$ cat src/rtl/bit_serializer.sv
// bit_serializer: framed parallel-to-serial shifter with one-word holding buffer.
// Define BIT_SERIALIZER_PARITY_EN to append an even-parity bit to every frame.
module bit_serializer #(
    parameter int DATA_W     = 8,
    parameter int DIV_W      = 8,
    parameter int MSB_FIRST  = 1,
    parameter int IDLE_LEVEL = 0
) (
    input  logic              clk,
    input  logic              rst_n,
    input  logic              s_valid,
    output logic              s_ready,
    input  logic [DATA_W-1:0] s_data,
    input  logic [DIV_W-1:0]  div,
    output logic              ser_out,
    output logic              busy,
    output logic              frame_done
);
    localparam int IW = $clog2(DATA_W);
`ifdef BIT_SERIALIZER_PARITY_EN
    typedef enum logic [1:0] {IDLE, SHIFT, PARITY} state_t;
    logic par;
`else
    typedef enum logic {IDLE, SHIFT} state_t;
`endif
    state_t state, state_n;
    logic [DATA_W-1:0] sh, sh_nx, buf_data, next_word;
    logic [DIV_W-1:0] cnt, div_q;
    logic [IW-1:0] idx;
    logic buf_full, accept, bit_end, last_data, frame_end, have_next, start;

    function automatic logic head(input logic [DATA_W-1:0] w);
        return (MSB_FIRST != 0) ? w[DATA_W-1] : w[0];
    endfunction

    always_comb begin
        busy = state != IDLE;
        bit_end = busy && cnt == div_q;
        last_data = idx == IW'(DATA_W-1);
`ifdef BIT_SERIALIZER_PARITY_EN
        frame_end = bit_end && state == PARITY;
`else
        frame_end = bit_end && last_data;
`endif
        frame_done = frame_end;
        // the buffer frees on the last cycle of a frame, so a word can be taken that same cycle
        s_ready = !buf_full || frame_end;
        accept = s_valid && s_ready;
        have_next = buf_full || accept;
        next_word = buf_full ? buf_data : s_data;
        start = (state == IDLE && accept) || (frame_end && have_next);
        sh_nx = (MSB_FIRST != 0) ? sh << 1 : sh >> 1;
        state_n = state;
        if (start)
            state_n = SHIFT;
        else if (frame_end)
            state_n = IDLE;
`ifdef BIT_SERIALIZER_PARITY_EN
        else if (state == SHIFT && bit_end && last_data)
            state_n = PARITY;
`endif
    end

    always_ff @(posedge clk or negedge rst_n)
        if (!rst_n)
            state <= IDLE;
        else
            state <= state_n;

    always_ff @(posedge clk or negedge rst_n) begin
        if (!rst_n) begin
            sh <= '0;
            buf_data <= '0;
            buf_full <= 1'b0;
            cnt <= '0;
            div_q <= '0;
            idx <= '0;
            ser_out <= 1'(IDLE_LEVEL);
`ifdef BIT_SERIALIZER_PARITY_EN
            par <= 1'b0;
`endif
        end else begin
            buf_full <= frame_end ? (buf_full && accept) : (buf_full || (accept && busy));
            if (accept)
                buf_data <= s_data;
            if (start) begin
                sh <= next_word;
                div_q <= div;
                cnt <= '0;
                idx <= '0;
                ser_out <= head(next_word);
`ifdef BIT_SERIALIZER_PARITY_EN
                par <= ^next_word;
`endif
            end else if (bit_end) begin
                cnt <= '0;
                if (frame_end)
                    ser_out <= 1'(IDLE_LEVEL);
`ifdef BIT_SERIALIZER_PARITY_EN
                else if (last_data)
                    ser_out <= par;
`endif
                else begin
                    idx <= idx + 1'b1;
                    sh <= sh_nx;
                    ser_out <= head(sh_nx);
                end
            end else if (busy)
                cnt <= cnt + 1'b1;
        end
    end
endmodule
$ cat config.mk
export PLATFORM = sky130hd
export DESIGN_NAME = bit_serializer
export DESIGN_NICKNAME = d
export VERILOG_FILES = /design/src/rtl/bit_serializer.sv
export SDC_FILE = /design/constraint.sdc
export NUM_CORES = 1
export LEC_CHECK = 0
export CORE_ASPECT_RATIO = 1.2
export CORE_MARGIN = 5
export CORE_UTILIZATION = 43
export CTS_CLUSTER_DIAMETER = 40
export CTS_CLUSTER_SIZE = 12
export DETAILED_ROUTE_END_ITERATION = 8
export PLACE_DENSITY_LB_ADDON = 0.3
export SLEW_MARGIN = 40
export SYNTH_ARGS = -nofsm -noshare
export SYNTH_HDL_FRONTEND = slang
export SYNTH_SLANG_ARGS = --single-unit
$ cat constraint.sdc
create_clock -name clk -period 4.6 [get_ports clk]
set_clock_uncertainty 0.1 [all_clocks]
set_input_delay 0.92 -clock clk [delete_from_list [all_inputs] [get_ports clk]]
set_output_delay 0.92 -clock clk [all_outputs]
set_load 0.02 [all_outputs]
==> results of run 1 <==
[logic make-up after synthesis]
logic type               after synthesis  share of synthesized area (%)
AO/OA/AOI/OAI                         12                           4.85
XOR/XNOR                              12                           5.74
adder cells (fa/ha/maj)                3                           2.05
buffers and inverters                 11                           2.73
flip-flops                            37                           50.6
multiplexers                          39                           22.4
AND/OR/NAND/NOR                       41                           11.6
[final cells by class]
type,instances,area [µm²]
Sequential cell,37,926
Timing Repair Buffer,23,228
Inverter,6,22.5
Clock inverter,1,5.00
Tap cell,56,70.1
Multi-Input combinational cell,107,862
Clock buffer,5,68.8
Fill cell,390,2010
[worst max-delay path by stage]
stage | startpoint | endpoint
floorplan | busy$_DFFE_PN0P_ | frame_done
global placement | busy$_DFFE_PN0P_ | s_ready
detailed placement | busy$_DFFE_PN0P_ | s_ready
CTS | busy$_DFFE_PN0P_ | s_ready
global route | busy$_DFFE_PN0P_ | s_ready
finish | busy$_DFFE_PN0P_ | s_ready
[Yosys cell counts (all sizes together)]
cell type / instances
mux2i: 23
o211ai: 1
o21ai: 5
ha: 3
o32ai: 1
clkbuf: 3
mux2: 16
nand3b: 1
inv: 6
nor2b: 2
nand4: 2
xor2: 6
and4: 1
o31ai: 2
a2111o: 1
nor2: 11
nand2: 10
and3: 1
nand3: 8
buf: 2
nand2b: 2
xnor2: 6
nor4: 2
o221ai: 1
o311ai: 1
dfrtp: 37
or2: 1
[flip-flops by register name, indices dropped and copies added (netlist names)]
register,cells
buf_data,8
buf_full,1
busy,1
cnt,8
div_q,8
idx,3
ser_out,1
sh,7
[worst max-delay path, stage by stage, from the launching register on]
cell             delay, ns
dfrtp_1               0.50
inv_1                 0.16
a2111o_1              0.46
nor4_4                0.45
nand2_1               0.17
nand2_1               0.11
clkdlybuf4s50_1       0.62
[report_power, final]
part / leakage, nW / switching [mW] / internal [mW] / total, mW
sequential: 0.440 / 0.112 / 0.464 / 0.576
combinational: 0.534 / 0.186 / 0.209 / 0.395
clock: 0.0399 / 0.102 / 0.0995 / 0.201
total: 1.01 / 0.400 / 0.773 / 1.17
[per-stage QoR]
stage | area [µm²] | utilization, %
floorplan | 1830 | -
global placement | 2100 | 50.1
detailed placement | 2110 | 50.2
CTS | 2180 | 52.0
global route | 2180 | 52.0
finish | 2180 | 52.0
[routing by layer]
| metal | GRT usage [%] | up-vias |
|---|---|---|
| met5 | 0 | - |
| met4 | 2.93 | 0 |
| met3 | 3.92 | 2 |
| met2 | 25.7 | 19 |
| met1 | 14.7 | 603 |
| li1 | - | 592 |
==> metrics.md, run 1 <==
| Metric | Value |
|---|---|
| Final antenna-violating net count | 0 |
| CP Launch Type | register |
| Share of cells above drive strength 1 | 14.0% |
| Worst-path clk slew | 0.07 ns |
| Hold_sp | buf_data[1]$_DFFE_PN0P_ |
| Shortest period the worst path allows | 3.77 ns |
| Gpl congestion | 0.848 |
| IO Port Bufs | 22 |
| Area of the die | 5670 µm² |
| Min-Delay Endpoint | buf_data[1]$_DFFE_PN0P_ |
| Area growth syn-to-layout | 19.2% |
| # DRC | 0 |
| Hold-critical path depth | 1 |
| Initial drt markers | 57 |
| Number of setup violations in the final report | 0 |
| Mapped cell area | 1830 µm² |
| Ys Warns | 0 |
| Num rows | 26 |
| Top post-synthesis cells by area | dfrtp_1 51%, mux2i_1 13%, mux2_2 9.2% |
| Arr. time, crit path | 2.75 ns |
| Final wirelength | 3470 µm |
| Reg-to-Reg Start | busy$_DFFE_PN0P_ |
| Vias per inst | 5.17 |
| Post-cts hold buffer count | 0 |
| Gr ovfl total | 0 |
| Hold Path Class | register to register |
| Register area share after synthesis | 50.6% |
| CTS tree | yes |
| Worst-Skew Late Latency | 0.28 ns |
| Antenna diodes | 0 |
| Total number of vias | 1,216 |
| Root buffer cell | clkbuf_8 |
| # placed instances | 229 |
| FF-to-FF End | sh[5]$_DFFE_PN0P_ |
| Fmax | 265 MHz |
| WL met1 | 1320 µm |
| Maximum VDD drop | 0.302 mV |
| Die H | 81.5 µm |
| Synth Register Bits | 37 |
| Status | complete, no violations |
| Total Power | 1.17 mW |
| Drt wl/cell | 14.8 µm |
| Largest net degree at the start of global routing | 38 |
| Clock sinks | 37 |
| Hold Vio Cnt, Final | 0 |
| CP endpoint kind | primary output |
| Reg2reg setup slack | 1.81 ns |
| Die width | 69.6 µm |
| Commonest non-fill, non-tap cell in the layout | dfrtp_1 |
| Period utilization | 81.9% |
| Initial Util | 43.6% |
| Cts bufs inserted | 5 |
| IO Count | 23 |
| Largest area contributor in the netlist | dfrtp_1 |
| Final Max Slew Viols | 0 |
| First-pass GRT wire length | 5940 µm |
| Setup CP Type | register to primary output |
| Pin slew with the least headroom to its limit | 0.782 ns |
| Core Region | 4200 µm² |
| Antenna violations before repair | 0 |
| RSZ-0062 raised after global routing | false |
| Vias in the first global route | 1,308 |
| Share of the synthesized area in the top cell type | 50.6% |
| Highest Signal Layer | met4 |
| Most frequent cells in the layout | 37 x dfrtp_1, 23 x mux2i_1, 22 x clkdlybuf4s50_1, 15 x mux2_2, 11 x nor2_1 |
| CTS resizes | 0 |
| Setup tns final | 0 ns |
| Nets@finish | 202 |
| Critical Path RT | 3.58 ns |
| Lkg Pwr | 1.01 nW |
| Metal2 WL | 2040 µm |
| Reg2Reg Depth | 6 |
| Tot GR Track Use | 13.4% |
| Met3 Wirelength | 100 µm |
| Slew headroom | 47.5% |
| Syn Nets | 177 |
| Hold slack | 0.408 ns |
| Fin cells | 235 |
| CTS max path bufs | 2 |
| # Post-CTS Setup Buffers | 0 |
| Max FO, Critical Path | 8 |
| TritonRoute pass-1 iters | 4 |
| Pre-CTS WS | 1.16 ns |
| Maxcap violations | 0 |
| Post-Synthesis Cells | 155 |
| H-tree depth | 2 |
| Synth cell types | 32 |
| Final HPWL DP | 2600 µm |
| Pwr/cell area | 537 nW/µm² |
| Final setup margin | 0.833 ns |
| Synthesized area per cell | 11.8 µm² |
Power figures use the tool's default switching activity.
==> run 2, diff against run 1 <==
==> constraint.sdc (replaced) <==
create_clock -name clk -period 3.73 [get_ports clk]
set_clock_uncertainty 0.1 [all_clocks]
set_input_delay 0.746 -clock clk [delete_from_list [all_inputs] [get_ports clk]]
set_output_delay 0.746 -clock clk [all_outputs]
set_load 0.02 [all_outputs]
==> run 2 against run 1 <==
Against the previous run:
- flip-flop and latch count unchanged
- combinational power up 24%
- clock-buffer cell count up 2
- final cell count up 0.85%
==> metrics.md, run 2 (synthesis results as in run 1) <==
| Metric | Value |
|---|---|
| Root buffer cell | clkbuf_8 (unchanged) |
| Slew headroom | 58.9% (was 47.5%) |
| Final antenna-violating net count | 0 (unchanged) |
| CP bufs+invs | 2 (unchanged) |
| Share of cells above drive strength 1 | 14.9% (was 14.0%) |
| Tot GR Track Use | 13.6% (was 13.4%) |
| Status | complete, no violations (unchanged) |
| CTS max path bufs | 2 (unchanged) |
| Slowest cell on the critical path | clkdlybuf4s50_1 (unchanged) |
| Crit path max-delay family | buffers and inverters (unchanged) |
| # Post-CTS Setup Buffers | 0 (unchanged) |
| Hold slack | 0.406 ns (was 0.408 ns) |
| Final wirelength | 3590 µm (was 3470 µm) |
| Setup CP Type | register to primary output (unchanged) |
| Period utilization | 92.6% |
| Most frequent cells in the layout | 37 x dfrtp_1, 23 x mux2i_1, 22 x clkdlybuf4s50_1, 15 x mux2_2, 11 x nor2_1 (unchanged) |
| CTS resizes | 0 (unchanged) |
| Largest regs | buf_data: 8 flops, cnt: 8 flops, div_q: 8 flops (unchanged) |
| Cts bufs inserted | 5 (unchanged) |
| Maximum VDD drop | 0.272 mV (was 0.302 mV) |
| Arr. time, crit path | 2.61 ns (was 2.75 ns) |
| Post-cts hold buffer count | 0 (unchanged) |
| Maxcap violations | 0 (unchanged) |
| Worst-Skew Late Latency | 0.28 ns (about the same) |
| # DRC | 0 (unchanged) |
| Num rows | 26 (unchanged) |
| Hold Vio Cnt, Final | 0 (unchanged) |
| Critical Path RT | 2.88 ns (was 3.58 ns) |
| Critical Path, Cell by Cell | inv_1, a2111o_1, nor4_4, nand2_1, nand2_1, clkdlybuf4s50_1 (unchanged) |
| Max FO, Critical Path | 8 (unchanged) |
| Die H | 81.5 µm (unchanged) |
| Fin area | 2200 µm² (was 2180 µm²) |
| Core Region | 4200 µm² (unchanged) |
| Hold Path Class | register to register (unchanged) |
| Lkg Pwr | 1.02 nW (was 1.01 nW) |
| Area growth syn-to-layout | 20.1% (was 19.2%) |
| Shortest period the worst path allows | 3.45 ns |
| CP endpoint kind | primary output (unchanged) |
| IO Count | 23 (unchanged) |
| Vias per inst | 5.30 (was 5.17) |
| Gpl congestion | 0.869 (was 0.848) |
| Worst-path clk slew | 0.07 ns (about the same) |
| TritonRoute pass-1 iters | 5 (was 4) |
| Initial Util | 43.6% (unchanged) |
| Area of the die | 5670 µm² (unchanged) |
| Antenna violations before repair | 0 (unchanged) |
| Fmax | 289 MHz |
| RSZ-0062 raised after global routing | false (unchanged) |
| Initial drt markers | 68 (was 57) |
| Largest net degree at the start of global routing | 38 (unchanged) |
| Antenna diodes | 0 (unchanged) |
| Pwr/cell area | 671 nW/µm² (was 537 nW/µm²) |
| Most frequent cell on the critical path | nand2_1 (unchanged) |
| Vias in the first global route | 1,309 (was 1,308) |
| Placed inst area | 2110 µm² (unchanged) |
| Setup tns final | 0 ns (unchanged) |
| Total number of vias | 1,255 (was 1,216) |
| Commonest non-fill, non-tap cell in the layout | dfrtp_1 (unchanged) |
| Crit-path max cell delay | 0.62 ns (about the same) |
| Final Max Slew Viols | 0 (unchanged) |
| Clock sinks | 37 (unchanged) |
| Drt wl/cell | 15.1 µm (was 14.8 µm) |
| Number of setup violations in the final report | 0 (unchanged) |
| Nets@finish | 203 (was 202) |
| CTS tree | yes (unchanged) |
| Total Power | 1.48 mW (was 1.17 mW) |
| First-pass GRT wire length | 5950 µm (was 5940 µm) |
| IO Port Bufs | 22 (unchanged) |
| CP Launch Type | register (unchanged) |
| Final HPWL DP | 2600 µm (about the same) |
| Die width | 69.6 µm (unchanged) |
| Gr ovfl total | 0 (unchanged) |
| Pin slew with the least headroom to its limit | 0.617 ns (was 0.782 ns) |
| H-tree depth | 2 (unchanged) |
-- run 2: worst reg2reg max path, cell delays in order, from the launching register on --
cell	delay, ns
dfrtp_1	0.47
inv_1	0.15
a2111o_1	0.46
nor4_4	0.34
nand3b_1	0.53
mux2i_1	0.34
mux2i_1	0.10
-- run 2: final timing paths --
check	startpoint	to	slack, ns	depth (start not counted)
min in group asynchronous	rst_n	cnt[7]$_DFFE_PN0P_	0.79	2
max in group asynchronous	rst_n	buf_data[7]$_DFFE_PN0P_	2.41	2
worst min-delay path	buf_data[1]$_DFFE_PN0P_	buf_data[1]$_DFFE_PN0P_	0.41	1
worst min register to register	buf_data[1]$_DFFE_PN0P_	buf_data[1]$_DFFE_PN0P_	0.41	1
worst max-delay path	busy$_DFFE_PN0P_	s_ready	0.28	6
worst max register to register	busy$_DFFE_PN0P_	sh[1]$_DFFE_PN0P_	1.12	6
-- run 2: final cells by class --
type                       count  area [µm²]
tap                           56        70.1
clock buffer                   7        86.3
timing repair buffer          24         235
fill                         377        2000
inverter                       6        22.5
sequential                    37         926
multi-input combinational    107         858
-- run 2: where the power goes --
part	total [mW]	switching (mW)	internal [mW]
combinational	0.488	0.228	0.260
clock	0.277	0.131	0.147
sequential	0.711	0.138	0.572
total	1.48	0.497	0.979
-- run 2: layer usage --
metal	track usage (%)	routed length (µm)	vias up
li1	-	-	598
met1	14.2	1400	620
met2	25.8	1980	32
met3	4.28	157	5
met4	4.88	51	0
met5	0	0	-
-- run 2: per-stage QoR --
| step | instances | utilization [%] | worst slack, ns |
|---|---|---|---|
| final | 237 | 52.4 | 0.275 |
| after global routing | 237 | 52.4 | 0.101 |
| after CTS | 237 | 52.3 | 0.167 |
| after detailed placement | 230 | 50.2 | 0.499 |
| after global placement | 230 | 50.2 | 0.554 |
| after floorplan | 155 | - | 0.865 |
==> run 3, diff against run 2 <==
--- a/config.mk
+++ b/config.mk
@@ -11,8 +11,9 @@
 export CTS_CLUSTER_DIAMETER = 40
 export CTS_CLUSTER_SIZE = 12
 export DETAILED_ROUTE_END_ITERATION = 8
+export GPL_TIMING_DRIVEN = 0
 export PLACE_DENSITY_LB_ADDON = 0.3
-export SLEW_MARGIN = 40
+export SLEW_MARGIN = 15
 export SYNTH_ARGS = -nofsm -noshare
 export SYNTH_HDL_FRONTEND = slang
 export SYNTH_SLANG_ARGS = --single-unit
==> run 3 against run 2 <==
Against the previous run:
- critical path depth unchanged
- combinational power fell by 1%
- largest power group unchanged
- setup slack lost 0.051 ns
- flip-flop and latch count stayed put
- clock-buffer cell count down 1
- total power rose by 5.0%
==> metrics.md, run 3 (synthesis results as in run 1) <==
| Metric | Value |
|---|---|
| Lkg Pwr | 1.05 nW (was 1.02 nW) |
| Fin util | 53.9% (was 52.4%) |
| Maximum VDD drop | 0.338 mV (was 0.272 mV) |
| RSZ-0062 raised after global routing | false (unchanged) |
| Clock sinks | 37 (unchanged) |
| Initial Util | 43.6% (unchanged) |
| Placed inst area | 2140 µm² (was 2110 µm²) |
| Pre-CTS WS | 0.438 ns (was 0.499 ns) |
| Post-cts hold buffer count | 0 (unchanged) |
| # DRC | 0 (unchanged) |
| Final Max Slew Viols | 0 (unchanged) |
| Antenna violations before repair | 0 (unchanged) |
| Share of cells above drive strength 1 | 16.1% (was 14.9%) |
| Setup CP Type | register to primary output (unchanged) |
| Final setup margin | 0.224 ns (was 0.275 ns) |
| Gr ovfl total | 0 (unchanged) |
| Hold Vio Cnt, Final | 0 (unchanged) |
| CTS max path bufs | 2 (unchanged) |
| FF-to-FF End | buf_data[1]$_DFFE_PN0P_ (was sh[1]$_DFFE_PN0P_) |
| Hold Path Class | primary input to asynchronous set/reset pin (was register to register) |
| Area of the die | 5670 µm² (unchanged) |
| Core Region | 4200 µm² (unchanged) |
| Pin slew with the least headroom to its limit | 0.767 ns (was 0.617 ns) |
| Gpl congestion | 0.817 (was 0.869) |
| CP Launch Type | register (unchanged) |
| Nets@finish | 207 (was 203) |
| GR peak layer | met2 (unchanged) |
| CTS resizes | 0 (unchanged) |
| GR Util met2 | 24.9% (was 25.8%) |
| H-tree depth | 2 (unchanged) |
| Vias in the first global route | 1,360 (was 1,309) |
| Reg2reg setup slack | 1.12 ns (about the same) |
| Final antenna-violating net count | 0 (unchanged) |
| Met3 usage | 3.92% (was 4.28%) |
| Most frequent cells in the layout | 37 x dfrtp_1, 23 x mux2i_1, 21 x clkdlybuf4s50_1, 15 x mux2_2, 11 x nor2_1 (was 37 x dfrtp_1, 23 x mux2i_1, 22 x clkdlybuf4s50_1, 15 x mux2_2, 11 x nor2_1) |
| Met1 Track Usage GR | 14.8% (was 14.2%) |
| Largest regs | buf_data: 8 flops, cnt: 8 flops, div_q: 8 flops (unchanged) |
| IO Port Bufs | 22 (unchanged) |
| First-pass GRT wire length | 6040 µm (was 5950 µm) |
| Root buffer cell | clkbuf_8 (unchanged) |
| Die H | 81.5 µm (unchanged) |
| Total number of vias | 1,228 (was 1,255) |
| Total Power | 1.55 mW (was 1.48 mW) |
| Number of setup violations in the final report | 0 (unchanged) |
| Arr. time, crit path | 2.66 ns (was 2.61 ns) |
| Fmax | 285 MHz (was 289 MHz) |
| Critical Path RT | 2.88 ns (about the same) |
| # Post-CTS Setup Buffers | 0 (unchanged) |
| Worst-Skew Late Latency | 0.29 ns (was 0.28 ns) |
| Final HPWL DP | 2630 µm (was 2600 µm) |
| Shortest period the worst path allows | 3.51 ns (was 3.45 ns) |
| Area growth syn-to-layout | 23.6% (was 20.1%) |
| CP endpoint kind | primary output (unchanged) |
| TritonRoute pass-1 iters | 2 (was 5) |
| Cts bufs inserted | 5 (unchanged) |
| Max FO, Critical Path | 8 (unchanged) |
| CTS tree | yes (unchanged) |
| Status | complete, no violations (unchanged) |
| Fin area | 2260 µm² (was 2200 µm²) |
| Initial drt markers | 61 (was 68) |
| Worst-path clk slew | 0.07 ns (about the same) |
| Largest net degree at the start of global routing | 20 (was 38) |
| Maxcap violations | 0 (unchanged) |
| Num rows | 26 (unchanged) |
| Setup tns final | 0 ns (unchanged) |
| IO Count | 23 (unchanged) |
| Slew headroom | 48.6% (was 58.9%) |
| Period utilization | 94.0% (was 92.6%) |
| Die width | 69.6 µm (unchanged) |
| Tot GR Track Use | 13.6% (about the same) |
| Pwr/cell area | 685 nW/µm² (was 671 nW/µm²) |
| Reg2Reg Depth | 5 (was 6) |
| Drt wl/cell | 14.0 µm (was 15.1 µm) |
| Vias per inst | 5.07 (was 5.30) |
| Antenna diodes | 0 (unchanged) |
| Reg-to-Reg Start | busy$_DFFE_PN0P_ (unchanged) |
| Commonest non-fill, non-tap cell in the layout | dfrtp_1 (unchanged) |
| Final wirelength | 3390 µm (was 3590 µm) |
## run 3: metal layers
| metal | vias to the layer above | wire, µm |
|---|---|---|
| li1 | 604 | - |
| met4 | 0 | 55 |
| met1 | 603 | 1360 |
| met5 | - | 0 |
| met2 | 16 | 1880 |
| met3 | 5 | 101 |
## run 3: cell type report
cell class	instances	area, µm²
Clock buffer	6	82.6
Buffer	5	27.5
Fill cell	369	1930
Inverter	6	22.5
Timing Repair Buffer	23	243
Tap cell	56	70.1
Multi-Input combinational cell	107	855
Sequential cell	37	926
Clock inverter	2	37.5
## run 3: worst max-delay path by stage
stage | startpoint | end | slack [ns] | depth (start not counted)
4_1_cts | busy$_DFFE_PN0P_ | s_ready | 0.09 | 6
5_1_grt | busy$_DFFE_PN0P_ | s_ready | 0.1 | 6
3_3_place_gp | busy$_DFFE_PN0P_ | s_ready | 0.45 | 6
3_5_place_dp | busy$_DFFE_PN0P_ | s_ready | 0.44 | 6
2_1_floorplan | busy$_DFFE_PN0P_ | buf_data[0]$_DFFE_PN0P_ | 0.86 | 5
6_report | busy$_DFFE_PN0P_ | s_ready | 0.22 | 6
## run 3: worst max-delay path: stages, from the launching register on
cell             delay (ns)
dfrtp_1                0.49
inv_1                  0.16
a2111o_1               0.47
nor4_4                 0.35
nand2_1                0.17
nand2_1                0.11
clkdlybuf4s50_1        0.61
## run 3: power breakdown
| group | switching [mW] | internal, mW |
|---|---|---|
| combinational | 0.221 | 0.261 |
| clock | 0.145 | 0.217 |
| sequential | 0.133 | 0.572 |
| total | 0.499 | 1.05 |
## run 3: through the flow
stage               hold WS [ns]  instances
floorplan                  0.350        155
global placement           0.386        233
detailed placement         0.388        234
CTS                        0.305        242
global route               0.323        242
finish                     0.302        242
